$ cat config.mk
export PLATFORM = sky130hd
export DESIGN_NAME = sap_ctrl_sequencer
export DESIGN_NICKNAME = d
export VERILOG_FILES = /design/src/rtl/sap_ctrl_sequencer.sv
export SDC_FILE = /design/constraint.sdc
export NUM_CORES = 1
export LEC_CHECK = 0
export CAP_MARGIN = 5
export CORE_MARGIN = 1.5
export CORE_UTILIZATION = 35
export CTS_CLUSTER_DIAMETER = 100
export DETAILED_ROUTE_END_ITERATION = 10
export PLACE_DENSITY_LB_ADDON = 0.25
export RECOVER_POWER = 50
export REMOVE_ABC_BUFFERS = 1
export SYNTH_ARGS = -nofsm -noshare
export SYNTH_HDL_FRONTEND = slang
export SYNTH_SLANG_ARGS = --single-unit
$ cat constraint.sdc
create_clock -name clk -period 2.6 [get_ports clk]
set_clock_uncertainty 0.05 [all_clocks]
set_input_delay 0.52 -clock clk [delete_from_list [all_inputs] [get_ports clk]]
set_output_delay 0.52 -clock clk [all_outputs]
set_load 0.1 [all_outputs]
$ cat src/rtl/sap_ctrl_sequencer.sv
// SAP fetch/execute control sequencer: one-hot T-state ring plus opcode decode
// into the 12-bit control word, with free-run, single-step and halt support.
module sap_ctrl_sequencer #(
    parameter bit SHORT_CYCLE = 1'b0
) (
    input  logic        clk,
    input  logic        rst_n,
    input  logic        ena,
    input  logic [3:0]  opcode,
    input  logic        step_mode,
    input  logic        step,
    output logic [11:0] ctrl,
    output logic [5:0]  t_state,
    output logic        halted
);

    typedef enum logic [5:0] {
        T1 = 6'b000001,
        T2 = 6'b000010,
        T3 = 6'b000100,
        T4 = 6'b001000,
        T5 = 6'b010000,
        T6 = 6'b100000
    } t_state_e;

    localparam logic [3:0] OP_LDA = 4'h0;
    localparam logic [3:0] OP_ADD = 4'h1;
    localparam logic [3:0] OP_SUB = 4'h2;
    localparam logic [3:0] OP_OUT = 4'hE;
    localparam logic [3:0] OP_HLT = 4'hF;

    t_state_e    state_reg;
    t_state_e    state_next;
    logic        halted_reg;
    logic        halted_next;
    logic        step_q_reg;
    logic        advance;
    logic [11:0] ctrl_dec;

    // In single-step mode only the rising edge of the step level advances.
    assign advance = ena & ~halted_reg & (step_mode ? (step & ~step_q_reg) : 1'b1);

    always_comb begin
        state_next  = T1;
        halted_next = halted_reg;
        case (state_reg)
            T1: state_next = T2;
            T2: state_next = T3;
            T3: state_next = T4;
            T4: begin
                if (opcode == OP_HLT) begin
                    halted_next = 1'b1;
                    state_next  = T1;
                end else if (SHORT_CYCLE && opcode != OP_LDA &&
                             opcode != OP_ADD && opcode != OP_SUB) begin
                    state_next = T1;
                end else begin
                    state_next = T5;
                end
            end
            T5: state_next = (SHORT_CYCLE && opcode == OP_LDA) ? T1 : T6;
            T6: state_next = T1;
            // Any non-one-hot value (e.g. an upset) falls back to T1.
            default: state_next = T1;
        endcase
    end

    always_ff @(posedge clk) begin
        if (!rst_n) begin
            state_reg  <= T1;
            halted_reg <= 1'b0;
            step_q_reg <= 1'b0;
        end else if (ena) begin
            step_q_reg <= step;
            if (advance) begin
                state_reg  <= state_next;
                halted_reg <= halted_next;
            end
        end
    end

    always_comb begin
        ctrl_dec = 12'h000;
        case (state_reg)
            T1: ctrl_dec = 12'h600;
            T2: ctrl_dec = 12'h800;
            T3: ctrl_dec = 12'h180;
            T4: begin
                if (opcode == OP_LDA || opcode == OP_ADD || opcode == OP_SUB)
                    ctrl_dec = 12'h240;
                else if (opcode == OP_OUT)
                    ctrl_dec = 12'h011;
            end
            T5: begin
                if (opcode == OP_LDA)
                    ctrl_dec = 12'h120;
                else if (opcode == OP_ADD || opcode == OP_SUB)
                    ctrl_dec = 12'h102;
            end
            T6: begin
                if (opcode == OP_ADD)
                    ctrl_dec = 12'h024;
                else if (opcode == OP_SUB)
                    ctrl_dec = 12'h02C;
            end
            default: ctrl_dec = 12'h000;
        endcase
    end

    // Strobes are gated off during reset and after HLT.
    assign ctrl    = (rst_n && !halted_reg) ? ctrl_dec : 12'h000;
    assign t_state = state_reg;
    assign halted  = halted_reg;

endmodule

Word level (Yosys, flattened, before mapping):

Index checks and enable logic that the tools add are counted.
Widths: inputs -> output; s select.

* bits in registers: 8
* input bits: 9
* word-level logic and storage cells: 37

* equality and inequality tests: 10
* multiplexer cells: 11
* bitwise operators: 5
* reductions and logical operators: 8

Operator list (count)
* $pmux 12 s6: 1
* $pmux 6 s5: 1
* $mux 9: 2
* $mux 12: 1
* $mux 6: 2
* $mux 10: 1
* $mux 5: 2
* $eq 4x4->1 const B: 2
* $eq 6x1->1 const B: 1
* $eq 6x2->1 const B: 1
* $eq 6x3->1 const B: 1
* $eq 6x4->1 const B: 1
* $eq 6x5->1 const B: 1
* $eq 6x6->1 const B: 1
* $eq 4x1->1 const B: 1
* $eq 4x2->1 const B: 1
* $logic_not 4->1: 1
* $reduce_and 4->1: 1
* $and 1x1->1: 3
* $logic_or 1x1->1: 3
* $not 1->1: 2
* $reduce_and 2->1: 1
* $logic_and 1x1->1: 1
* $logic_not 1->1: 1
* $mux 1: 1

Longest topological paths before layout:

* depth in word-level cells: 6
* depth in mapped cells: 5
* depth with buffers taken out: 4

Worst setup path after synthesis:

Ideal clock, no wire load.

* path type: reg2out
* start: register state_reg[2], in the netlist t_state[2]
* end: output port ctrl[4]
* data arrival time: 5.055 ns
* required time: 2.030 ns
* slack: -3.025 ns
* stages on the path, launching flop included: 6
* path buffers: 2
* cell sequence: dfxtp_1 -> buf_6 -> nor4_1 -> nand3b_1 -> nor4_1 -> buf_4

* cells in the longest elaborated chain, start to end: 3
* elaborated cells on any way between the ends: 8

RTL lines
* start: declaration: RTL line 32 `t_state_e state_reg;`
* start signal: assignment: RTL line 76 `state_reg <= state_next;`
* $eq 6x6->1, or another cell as far along: RTL line 84 `case (state_reg)`
* $pmux 12 s6 (*): RTL line 84
* $mux 12 (*): RTL line 111 `assign ctrl = (rst_n && !halted_reg) ? ctrl_dec : 12'h000;`
* end: declaration: RTL line 12 `output logic [11:0] ctrl,`

Mark *: on every way between the ends. The rest lies on a longest branch, timed or not.

Worst setup path in the final report:

* start: register state_reg[2], in the netlist t_state[2]
* end: output port ctrl[5]

Same word-level chain as after synthesis.

==> metrics.md <==
| Metric | Value |
|---|---|
| Most frequent cells after synthesis | nor2_1, dfxtp_1, nor3_1 |
| Total Power | ~380 uW |
| Proportion of layout cells with a drive suffix above 1 | 0.317 |
| Initial antenna violation count | 0 |
| MaxCap Viol Count | 0 |
| Leading area contributor after synthesis | dfxtp_1 |
| Total CTS buffers | 3 |
| Post-DP HPWL | between 1000 and 1500 um |
| Final WL | about 1700 um |
| Worst-Margin Slew | about 1200 ps |
| Inst Count DP | between 100 and 150 |
| Final cell count without fillers | roughly 140 |
| Internal power | about 240 uW |
| Initial drt markers | 13 |
| Drt drc | 3 |
| Slew margin rel. | 0.208 |
| CTS Hold Bufs | 0 |
| Syn. warnings | 0 |
| Die W | about 45 um |
| Clock Path Buffers | 2 |
| Hold Crit Class | flop to flop |
| Asr flop ratio synth | 0 |
| Top post-synthesis cells by area | dfxtp_1, nor2_1, mux2i_1, nor3_1, nand2b_1 |
| Total Routing Usage GR | 0.191 |
| Final Slew Violations | 0 |
| NumNets Final | approximately 130 |
| CTS Root Buffer Type | clkbuf_4 |
| Routed vias/inst | approximately 5.3 |
| Endpoints failing setup | 0 |
| Synth top area share | 0.265 |
| Count leader, synth | nor2_1 |
| Finished Cell Area | 1090 um^2 |
| Crit Path Category | flop to output pin |
| Routed wire per std cell | roughly 13 um |
| ANT cells | 0 |
| Max reg flops | 6 |
| Register bit total from synthesis | 8 |
| Part of the Yosys area used for sequential elements | 0.265 |
| Die area | 1990 um^2 |
| Sw Share | 0.378 |
| Die Y | about 45 um |
| Critical path endpoint category | output pin |
| Placed instance area | 1060 um^2 |
| Row cnt | 14 |
| Crit start category | flop |
| EDFF count, synth | 0 |
| Clk slew on worst S/H paths | 50 ps |
| Mapped Avg Cell Area | about 7.5 um^2 |
| Via count | around 730 |
| Sequential share of power | 0.344 |
| VDD IR max | just over 0.3 mV |
| Worst Path Required | 2030 ps |
| Status | finished, violations left |
| Number of global-route vias before repair | about 650 |
| Failing checks | design-rule violations |
| Mapped Area | around 600 um^2 |
| F_max | ~0.39 GHz |
| Area delta synth->final | 81.2% |
| Largest net degree at the start of global routing | 14 |
| First-pass GRT wire length | 2860 um |
| PwrDens | 347 nW/um^2 |
| Fin crit period | about 2600 ps |
| Global placement routability congestion | around 0.85 |
| Buffers on Ports | 27 |
| CTS H-Tree Depth | 1 |
| Final Cycle Share | 0.991 |
| Gate power share | 0.419 |
| DRT antenna net count | 0 |
| Min Hold Slack | around 440 ps |
| Drt first pass iters | 7 |
| Psw | ~140 uW |
| Total core area | ~1600 um^2 |
| Starting Density | 0.388 |
| Final hold vios | 0 |
| Global route overflow | 0 |
| Worst-skew pair later-pin latency | approximately 240 ps |
| Leakage power total | 0.430 nW |
| # clock sinks | 8 |
| Clock power share | 0.237 |
| Ys flop type | dfxtp_1 |
| TritonCTS clock tree | built |
| I/O pin total | 28 |
| Syn Inst Count | 81 |
| Final TNS setup | 0 ps |
| CP Data Arrival Time | 2010 ps |
| Unique masters post-synth | 33 |
| RSZ-0062 raised after global routing | true |
| Number of fill cells | 128 |
| Crit path max fanout | 3 |
-- cell usage in the layout (no fill, tap or decap), drive strengths merged, types with 2 or more instances in the layout --
cell type and instances:
a21oi 3, buf 27, clkbuf 9, clkdlybuf4s50 7, dfxtp 8, inv 2
mux2i 4, nand2 5, nand2b 4, nand3 3, nand3b 3, nor2 13
nor3 6, nor3b 2, nor4 3, o211ai 2, or4 2, xor2 2
-- timing repair --
item / CTS / global route
buffers inserted: 2 / 0
resized for setup: 3 / 4
setup endpoints to repair: 2 / 6
hold endpoints to repair: 0 / 0
pin swaps: 3 / 3
cloned: 0 / 0
-- layer usage --
metal,global-route usage,routed length [um]
met1,0.244,826
met4,0.0485,0
met2,0.333,845
met3,0.0286,54
met5,0,0
-- final cells by class --
cell class              instances  area (um^2)  share of cell area
clock buffers                   3         22.5              0.0206
inverters                       3         11.3              0.0103
multi-input cells              65          422               0.385
flip-flops and latches          8          164               0.150
well taps                      16         20.0              0.0183
repair buffers                 41          455               0.416
-- final timing paths --
check / from / end / slack [ps] / cells after the start
setup / recovery: t_state[2]$_SDFFE_PN0P_ / ctrl[5] / 20 / 5
hold / removal: step_q_reg$_SDFFE_PN0P_ / step_q_reg$_SDFFE_PN0P_ / 440 / 2
setup reg to reg: halted$_SDFFE_PN0P_ / t_state[1]$_SDFFE_PN0P_ / 910 / 4
hold reg to reg: step_q_reg$_SDFFE_PN0P_ / step_q_reg$_SDFFE_PN0P_ / 440 / 2
-- power by group through the flow --
stage          clock network, mW  logic (mW)  registers, mW
4_1_cts                   0.0964       0.162          0.130
6_report                  0.0901       0.159          0.131
5_1_grt                    0.103       0.168          0.131
3_3_place_gp                   0       0.154          0.135
3_5_place_dp                   0       0.156          0.135
2_1_floorplan                  0      0.0688          0.162
-- cell families (layout without fill, tap and decap cells) --
logic type | Yosys count | after routing | share of synthesized area
flops | 8 | 8 | 0.265
compound gates | 11 | 11 | 0.124
mux | 5 | 5 | 0.0849
xor+xnor | 2 | 2 | 0.0290
simple gates | 47 | 47 | 0.429
buf+inv | 8 | 47 | 0.0683
-- critical path: stages, from the launching register on --
cell	delay (ps)
dfxtp_1	310
or4b_4	550
or4_1	400
a21oi_1	140
o21a_1	180
buf_12	180
-- per-stage QoR --
| step | worst slack [ps] | utilization |
|---|---|---|
| 2_1_floorplan | -5060 | - |
| 3_3_place_gp | 98.5 | 0.678 |
| 3_5_place_dp | 93.3 | 0.678 |
| 4_1_cts | -3.63 | 0.708 |
| 5_1_grt | -23.0 | 0.702 |
| 6_report | 24.5 | 0.702 |
No activity file was read; power rests on OpenSTA's default activity.
